## config.mk

```make
export PLATFORM = sky130hd
export DESIGN_NAME = irq_priority_arbiter
export DESIGN_NICKNAME = d
export VERILOG_FILES = /design/src/rtl/irq_priority_arbiter.sv
export SDC_FILE = /design/constraint.sdc
export NUM_CORES = 1
export LEC_CHECK = 0
export CAP_MARGIN = 20
export CORE_UTILIZATION = 40
export DETAILED_ROUTE_END_ITERATION = 6
export MAX_ROUTING_LAYER = met4
export PLACE_DENSITY = 0.81
export SYNTH_ARGS = -nofsm -noshare
export SYNTH_HDL_FRONTEND = slang
export SYNTH_SLANG_ARGS = --single-unit
```

## constraint.sdc

```tcl
create_clock -name i_Clk -period 7.1 [get_ports i_Clk]
set_clock_uncertainty 0.05 [all_clocks]
set_input_delay 1.42 -clock i_Clk [delete_from_list [all_inputs] [get_ports i_Clk]]
set_output_delay 1.42 -clock i_Clk [all_outputs]
set_load 0.005 [all_outputs]
```

## src/rtl/irq_priority_arbiter.sv

```systemverilog
// Four-source interrupt controller: edge-latched pending bits, programmable
// 2-bit priorities with round-robin tie-break, and a REQ/ACK/EOI handshake.
module irq_priority_arbiter (
  input  logic        i_Clk,
  input  logic        i_Rst,
  input  logic        i_WEnable,
  input  logic [31:0] i_WAddr,
  input  logic [31:0] i_WData,
  input  logic        i_REnable,
  input  logic [31:0] i_RAddr,
  output logic [31:0] o_RData,
  output logic        o_Err,
  input  logic [3:0]  i_Irq,
  input  logic        i_Ack,
  input  logic        i_Eoi,
  output logic        o_IrqReq,
  output logic [1:0]  o_IrqId,
  output logic        o_Busy
);

  localparam logic [1:0]  ST_IDLE    = 2'd0;
  localparam logic [1:0]  ST_REQ     = 2'd1;
  localparam logic [1:0]  ST_SERVICE = 2'd2;
  localparam logic [31:0] ADDR_CTRL  = 32'h0000_0000;
  localparam logic [31:0] ADDR_PRIO  = 32'h0000_0001;
  localparam logic [31:0] ADDR_PEND  = 32'h0000_0002;
  localparam logic [31:0] ADDR_STAT  = 32'h0000_0003;

  logic        r_Ge;
  logic [3:0]  r_En;
  logic [7:0]  r_Prio;
  logic [3:0]  r_Pend;
  logic [3:0]  r_IrqPrev;
  logic [31:0] r_RData;
  logic        r_Err;
  logic        r_IrqReq;
  logic [1:0]  r_IrqId;
  logic        r_Busy;
  logic [1:0]  r_State;
  logic [1:0]  r_LastId;

  logic        w_WLegal, w_RLegal, w_WrCtrl, w_WrPrio, w_WrPend, w_RdDo, w_ErrNext;
  logic        w_GeNext, w_AckDo, w_Any, w_Found;
  logic [3:0]  w_EnNext, w_Edge, w_PendClr, w_PendNext, w_Cand;
  logic [1:0]  w_MaxPrio, w_Winner, w_Idx, w_StateNext, w_IrqIdNext, w_LastIdNext;
  logic        w_IrqReqNext, w_BusyNext;
  logic [31:0] w_RMux;
  logic        w_unused_wdata;

  assign w_unused_wdata = ^i_WData[31:8];

  assign w_WLegal  = (i_WAddr < 32'd4);
  assign w_RLegal  = (i_RAddr < 32'd4);
  assign w_WrCtrl  = i_WEnable && (i_WAddr == ADDR_CTRL);
  assign w_WrPrio  = i_WEnable && (i_WAddr == ADDR_PRIO);
  assign w_WrPend  = i_WEnable && (i_WAddr == ADDR_PEND);
  // A write wins over a simultaneous read, so the read neither loads data nor flags an error.
  assign w_RdDo    = i_REnable && !i_WEnable && w_RLegal;
  assign w_ErrNext = i_WEnable ? !w_WLegal : (i_REnable && !w_RLegal);

  assign w_GeNext  = w_WrCtrl ? i_WData[0]   : r_Ge;
  assign w_EnNext  = w_WrCtrl ? i_WData[7:4] : r_En;

  assign w_Edge     = i_Irq & ~r_IrqPrev;
  assign w_AckDo    = (r_State == ST_REQ) && i_Ack;
  assign w_PendClr  = (w_WrPend ? i_WData[3:0] : 4'b0000) | (w_AckDo ? (4'b0001 << r_IrqId) : 4'b0000);
  assign w_PendNext = (r_Pend & ~w_PendClr) | w_Edge;

  // Arbitration: highest priority among candidates, ties resolved from last serviced ID + 1.
  always_comb begin
    w_Cand    = r_Ge ? (r_Pend & r_En) : 4'b0000;
    w_Any     = |w_Cand;
    w_MaxPrio = 2'd0;
    w_Winner  = 2'd0;
    w_Found   = 1'b0;
    w_Idx     = 2'd0;
    for (int k = 0; k < 4; k++) begin
      w_MaxPrio = (w_Cand[k] && (r_Prio[2*k +: 2] > w_MaxPrio)) ? r_Prio[2*k +: 2] : w_MaxPrio;
    end
    for (int i = 0; i < 4; i++) begin
      w_Idx    = r_LastId + 2'd1 + 2'(i);
      w_Winner = (!w_Found && w_Cand[w_Idx] && (r_Prio[{w_Idx, 1'b0} +: 2] == w_MaxPrio)) ? w_Idx : w_Winner;
      w_Found  = w_Found || (w_Cand[w_Idx] && (r_Prio[{w_Idx, 1'b0} +: 2] == w_MaxPrio));
    end
  end

  // Next-state logic; the enable check in REQ uses the post-write CTRL so a disable drops the request at once.
  always_comb begin
    w_StateNext = r_State;
    case (r_State)
      ST_IDLE: begin
        if (w_Any) w_StateNext = ST_REQ;
        else       w_StateNext = ST_IDLE;
      end
      ST_REQ: begin
        if (i_Ack)                               w_StateNext = ST_SERVICE;
        else if (!w_GeNext || !w_EnNext[r_IrqId]) w_StateNext = ST_IDLE;
        else                                     w_StateNext = ST_REQ;
      end
      ST_SERVICE: begin
        if (i_Eoi) w_StateNext = ST_IDLE;
        else       w_StateNext = ST_SERVICE;
      end
      default: w_StateNext = ST_IDLE;
    endcase
  end

  // Output logic feeding the registered handshake outputs.
  always_comb begin
    w_IrqReqNext = (w_StateNext == ST_REQ);
    w_BusyNext   = (w_StateNext == ST_SERVICE);
    w_IrqIdNext  = ((r_State == ST_IDLE) && w_Any) ? w_Winner : r_IrqId;
    w_LastIdNext = ((r_State == ST_SERVICE) && i_Eoi) ? r_IrqId : r_LastId;
  end

  // Register read multiplexer.
  always_comb begin
    case (i_RAddr)
      ADDR_CTRL: w_RMux = {24'd0, r_En, 3'd0, r_Ge};
      ADDR_PRIO: w_RMux = {24'd0, r_Prio};
      ADDR_PEND: w_RMux = {28'd0, r_Pend};
      ADDR_STAT: w_RMux = {26'd0, r_State, 1'b0, r_Busy, r_IrqId};
      default:   w_RMux = 32'd0;
    endcase
  end

  // State register and all architectural registers.
  always_ff @(posedge i_Clk) begin
    if (i_Rst) begin
      r_Ge      <= 1'b0;
      r_En      <= 4'd0;
      r_Prio    <= 8'd0;
      r_Pend    <= 4'd0;
      r_IrqPrev <= 4'd0;
      r_RData   <= 32'd0;
      r_Err     <= 1'b0;
      r_IrqReq  <= 1'b0;
      r_IrqId   <= 2'd0;
      r_Busy    <= 1'b0;
      r_State   <= ST_IDLE;
      r_LastId  <= 2'd3;
    end else begin
      r_Ge      <= w_GeNext;
      r_En      <= w_EnNext;
      r_Prio    <= w_WrPrio ? i_WData[7:0] : r_Prio;
      r_Pend    <= w_PendNext;
      r_IrqPrev <= i_Irq;
      r_RData   <= w_RdDo ? w_RMux : r_RData;
      r_Err     <= w_ErrNext;
      r_IrqReq  <= w_IrqReqNext;
      r_IrqId   <= w_IrqIdNext;
      r_Busy    <= w_BusyNext;
      r_State   <= w_StateNext;
      r_LastId  <= w_LastIdNext;
    end
  end

  assign o_RData  = r_RData;
  assign o_Err    = r_Err;
  assign o_IrqReq = r_IrqReq;
  assign o_IrqId  = r_IrqId;
  assign o_Busy   = r_Busy;

endmodule

```

After elaboration in Yosys (flattened, before gate mapping). Index checks and enable logic that the tools add are counted.

Reduce and logical (&&, ||, !) cells: 37. $add $sub $neg: 4. Equality and inequality tests: 13. Shift operators: 5. Bitwise logic cells: 7. Muxes and demuxes: 30. $lt $le $gt $ge: 11.

Operators by type and width (count): $eq A32 B2 Y1 const B (3); $eq A32 B1 Y1 const B (2); $logic_not A32 Y1 (2); $lt A32 B3 Y1 const B (2); $pmux W8 S4 (1); $shiftx A8 B4 Y2 (4); $logic_and A1 B1 Y1 (22); $mux W2 (10); $mux W4 (4); $lt A2 B3 Y1 const B (5); $and A4 B4 Y4 (3); $bmux W1 S2 (5); $mux W1 (9); $eq A2 B2 Y1 (4); $logic_not A1 Y1 (8); $not A4 Y4 (2); $or A4 B4 Y4 (2); $gt A2 B2 Y1 (3); $pmux W2 S3 (1); $add A2 B1 Y2 const B (2); $add A2 B2 Y2 const B (2); $eq A2 B1 Y1 const B (2); $eq A2 B2 Y1 const B (2); $reduce_or A4 Y1 (1); 4 further kinds (6).

Register bits: 62. Word-level logic and storage cells: 119. Output and inout bits: 37.

Logic depth before layout (Yosys ltp).
Depth after elaboration: 21. Mapped depth: 22.

Worst setup path after synthesis. OpenSTA, ideal clock, no wires.

Kind: reg-to-reg. Start point: register r_Ge. End point: register r_IrqId[1] (netlist: o_IrqId[1]). Clock period less this slack: 5.008 ns. Library setup time: 0.091 ns. Setup slack: 2.092 ns. Data required time: 6.959 ns. Buffers on the path: 0. Stages on the path, launching flop included: 23. Arrival time: 4.867 ns. Cell sequence: dfxtp_1 > and3_1 > and2_1 > inv_1 > ha_1 > nor2b_1 > o2111a_1 > a21oi_2 > ha_1 > nor2b_1 > o211a_1 > a211oi_2 > o21bai_1 > ha_1 > nor2b_1 > o211ai_1 > o21ai_0 > o21ai_4 > xor2_1 > o22ai_1 > a32o_1 > a211o_1 > a311oi_1.

Cells in the longest elaborated chain, start to end: 20. Elaborated cells on any way between the ends: 44.

Ends and longest elaborated chain: start, declared (line 29) `logic r_Ge;`; start signal, assigned (line 143) `r_Ge <= w_GeNext;`; $mux W4 * (line 71) `w_Cand = r_Ge ? (r_Pend & r_En) : 4'b0000;`; $logic_and A1 B1 Y1 (line 78) `w_MaxPrio = (w_Cand[k] && (r_Prio[2*k +: 2] > w_MaxPrio)) ? r_Prio[2*k +: 2] : w_MaxPrio;`; $mux W2 (line 78); $gt A2 B2 Y1 (line 78); $logic_and A1 B1 Y1 (line 78); $mux W2 (line 78); $gt A2 B2 Y1 (line 78); $logic_and A1 B1 Y1 (line 78); [3 not listed]; $mux W2 (line 78); $eq A2 B2 Y1 (line 82, 83); $logic_and A1 B1 Y1, on equally long branches (line 82, 83); $logic_not A1 Y1 / $logic_or A1 B1 Y1 (equally long branches) (line 82, 83); $logic_and A1 B1 Y1 (tied with other cells) (line 82) `w_Winner = (!w_Found && w_Cand[w_Idx] && (r_Prio[{w_Idx, 1'b0} +: 2] == w_MaxPrio)) ? w_Idx : w_Winner;`; $logic_and A1 B1 Y1 / $logic_not A1 Y1 (equally long branches) (line 82); $mux W2 / $logic_and A1 B1 Y1 (equally long branches) (2 in a row) (line 82); $mux W2 (line 82); end signal, assigned (line 151) `r_IrqId <= w_IrqIdNext;`; end, declared (line 37) `logic [1:0] r_IrqId;`.

Mark *: on every way between the ends. The rest lies on a longest branch, timed or not. The select of a mux whose other input is x is not followed. A chain may end at the register's enable or synchronous reset.

Worst setup path after layout. Same ends and word-level chain as after synthesis.

==> summary.md <==
| Metric | Value |
|---|---|
| First-pass GRT wire length | 12400 um |
| Max FO, Critical Path | 7 |
| Dominant synthesized flop cell | dfxtp_1 |
| Top cells by area, synth | dfxtp_1 (28%), mux2i_1 (7.7%), buf_4 (6.6%) |
| Depth of the worst register-to-register path | 22 |
| Grt ovf | 0 |
| Syn Area/Cell | 8.51 um^2 |
| Area of the multi-input gates | 1800 um^2 |
| Status | finished with violations |
| Bufs and invs on worst path | 1 |
| Synth Cell Area | between 2000 and 3000 um^2 |
| Register area share after synthesis | between 20% and 30% |
| Worst r2r dst | o_IrqId[1]$_SDFFE_PP0P_ |
| Die area | ~7200 um^2 |
| DPL Wire Length | between 5000 and 6000 um |
| Post-CTS sizing | 0 |
| Setup crit start kind | flip-flop |
| Worst hold start | r_IrqPrev[0]$_SDFF_PP0_ |
| Layout cells sized above 1 | under 10% |
| Synth top area share | between 20% and 30% |
| Leakage power | about 0.0015 uW |
| Power Dens Cells | ~140 nW/um^2 |
| Inserted Clock Buffers | 5 |
| Min Tclk post-route | 5780 ps |
| Diode count | 0 |
| Reg-to-Reg Start | r_Ge$_SDFF_PP0_ |
| Critical Path End Type | flip-flop |
| Drt total wl | 7390 um |
| Max Clock Freq | approximately 170 MHz |
| Reg clk slew, reported paths | around 80 ps |
| Layout Nets | 521 |
| Slew margin rel. | between 40% and 50% |
| Final slew viol count | 0 |
| Synth Area in Compound Gates | roughly 18% |
| Cells after Synth | approximately 320 |
| Fillers | about 570 |
| Critical path arrival | a little under 6000 ps |
| Synth Area in Adders | under 10% |
| Worst-skew pair later-pin latency | 300 ps |
| Core ar. | 6490 um^2 |
| Largest family of logic cells by synthesized area | simple AND/OR/NAND/NOR gates |
| Register bit total from synthesis | 38 |
| Initial antenna violation count | 0 |
| Ys Warns | 0 |
| Register area | approximately 760 um^2 |
| DR vias | approximately 2700 |
| # hold bufs at CTS | 0 |
| RSZ-0062 raised after global routing | false |
| Reg2Reg Setup Slack | between 1000 and 1500 ps |
| Total Routing Usage GR | roughly 22% |
| WL/cell | 15.2 um |
| ANT nets after route | 0 |
| Clk root buf | clkbuf_8 |
| Die outline height | 84.9 um |
| Data required time of the worst path | 7270 ps |
| Post-synth EDFFs | 0 |
| Slowest cell on crit path | dfxtp_1 |
| Setup TNS | 0 ps |
| Max VDD drop | between 0.1 and 0.15 mV |
| # DRC | 6 |
| Count of final setup violators | 0 |
| Layout Area Growth over Synthesis | 37.5% |
| Failing checks | design-rule violations |
| Max cap viols | 0 |
| Initial Util | roughly 42% |
| Multiplexer share of the synthesized area | between 10 and 15% |
| Cell taking the most area after synthesis | dfxtp_1 |
| Hold Fails Final Rpt | 0 |
| XOR/XNOR Fraction of Synth Area | 2.87% |
| Most frequent cells in the layout | clkdlybuf4s50_1 (94), dfxtp_1 (38), nor2_1 (37), nand2_1 (29), conb_1 (24) |
| Crit path max-delay family | compound AO/OA/AOI/OAI gates |
| Clk buf depth | 2 |
| Min Hold Slack | approximately 420 ps |
| Total iterations of the first detailed-routing run | 7 |
| Worst min-delay path class | flip-flop to flip-flop |
| CTS tree | yes |
| Yosys cell types | 61 |
| Die X | 84.9 um |
| IO Pins | around 140 |
| Final period util | 81.5% |
| Via density | roughly 5.5 |
| I/O Buffers | 94 |
| Clock sinks | 38 |
| Postcts setup bufs | 0 |
| 1st-iter DRT viols | 220 |
| Critical path cell sequence | and3_1 -> and2_1 -> inv_1 -> ha_1 -> nor2b_1 -> o211ai_4 -> a21oi_2 -> ha_1 -> nor2b_1 -> o211a_1 -> a211oi_2 -> o21bai_1 -> ha_1 -> nor2b_1 -> o211ai_1 -> o21ai_1 -> o22ai_2 -> xnor2_1 -> o2111ai_1 -> o31ai_1 -> a211oi_1 -> a311oi_1 |
| Vias in the first global route | about 2600 |
| Slew @ Worst Pin | 787 ps |
| Crit path kind | flip-flop to flip-flop |
| Hold depth | 2 |
| GP Congestion | around 0.84 |
| Site Rows | 29 |
| Simple-Gate Fraction of Synth Area | 24.5% |
| CP max stage delay | between 400 and 500 ps |
| WHS Endpoint | r_Pend[0]$_SDFF_PP0_ |
| Async S/R FF share, synth | 0% |
| Commonest non-fill, non-tap cell in the layout | clkdlybuf4s50_1 |
| Largest net degree at the start of global routing | 31 |
| CTS H-tree depth | 2 |
-- worst max path at each step --
stage	depth (start not counted)	slack (ps)	to	start
3_3_place_gp	22	1560	o_IrqId[1]$_SDFFE_PP0P_	r_Ge$_SDFF_PP0_
2_1_floorplan	22	2090	o_IrqId[1]$_SDFFE_PP0P_	r_Ge$_SDFF_PP0_
5_1_grt	22	870	o_IrqId[1]$_SDFFE_PP0P_	r_Ge$_SDFF_PP0_
3_5_place_dp	22	1430	o_IrqId[1]$_SDFFE_PP0P_	r_Ge$_SDFF_PP0_
6_report	22	1320	o_IrqId[1]$_SDFFE_PP0P_	r_Ge$_SDFF_PP0_
4_1_cts	22	1390	o_IrqId[1]$_SDFFE_PP0P_	r_Ge$_SDFF_PP0_
-- tightest hold or removal path, cell delays in order (launching register included) --
cell	delay (ps)
dfxtp_1	310
inv_1	40
a21o_1	90
-- per-layer routing --
metal | vias to the layer above | global-route usage [%] | part of all wire [%]
li1 | 1304 | - | -
met1 | 1246 | 27.5 | 42
met2 | 123 | 38.1 | 50
met3 | 18 | 3.50 | 6.5
met4 | 0 | 5.55 | 1.7
met5 | - | - | 0
-- cells by family after synthesis --
family | count (synthesis)
muxes | 32
adders and majority gates | 6
AOI/OAI and AO/OA | 61
and+or+nand+nor | 128
other | 1
xor gates and xnor gates | 9
buffers and inverters | 48
DFF | 38
-- area by class of cell --
class	count	share of cell area (%)
multi-input combinational	260	47.7
tap	77	2.55
clock buffer	5	1.82
clock inverter	3	1.82
inverter	9	0.894
sequential	38	20.1
timing repair buffer	95	25.1
-- per-stage QoR --
step           worst slack [ps]  total power (uW)  utilization [%]  instance area (um^2)  std cells
6_report                   1320               511             58.2                  3780        487
3_5_place_dp               1430               291             56.1                  3640        479
4_1_cts                    1390               511             58.2                  3780        487
5_1_grt                     870               534             58.2                  3780        487
3_3_place_gp               1560               289             56.1                  3640        479
2_1_floorplan              2090               248                -                  2830        346
-- state kept, by name (all words and copies together) (netlist names) --
register,cells
o_IrqReq,1
r_Prio,8
r_En,4
r_Ge,1
r_IrqPrev,4
r_State,2
o_Err,1
r_Pend,4
o_IrqId,2
r_LastId,2
o_RData,8
o_Busy,1
-- where the power goes --
part / internal [uW] / switching [uW]
Clock: 141 / 84.0
Combinational: 45.9 / 20.5
Sequential: 217 / 3.10
-- cells in the mapped netlist (all sizes together) (5+ instances only) --
library cell / number
mux4: 6
buf: 27
nor3: 5
clkbuf: 12
a21oi: 10
nor2b: 11
ha: 6
nand2: 30
and3: 5
nor4: 16
nand3: 5
xnor2: 5
nor2: 37
mux2i: 21
mux2: 5
nand4: 5
dfxtp: 38
inv: 8
o21ai: 10
a211oi: 8
No activity file was read; power rests on OpenSTA's default activity.
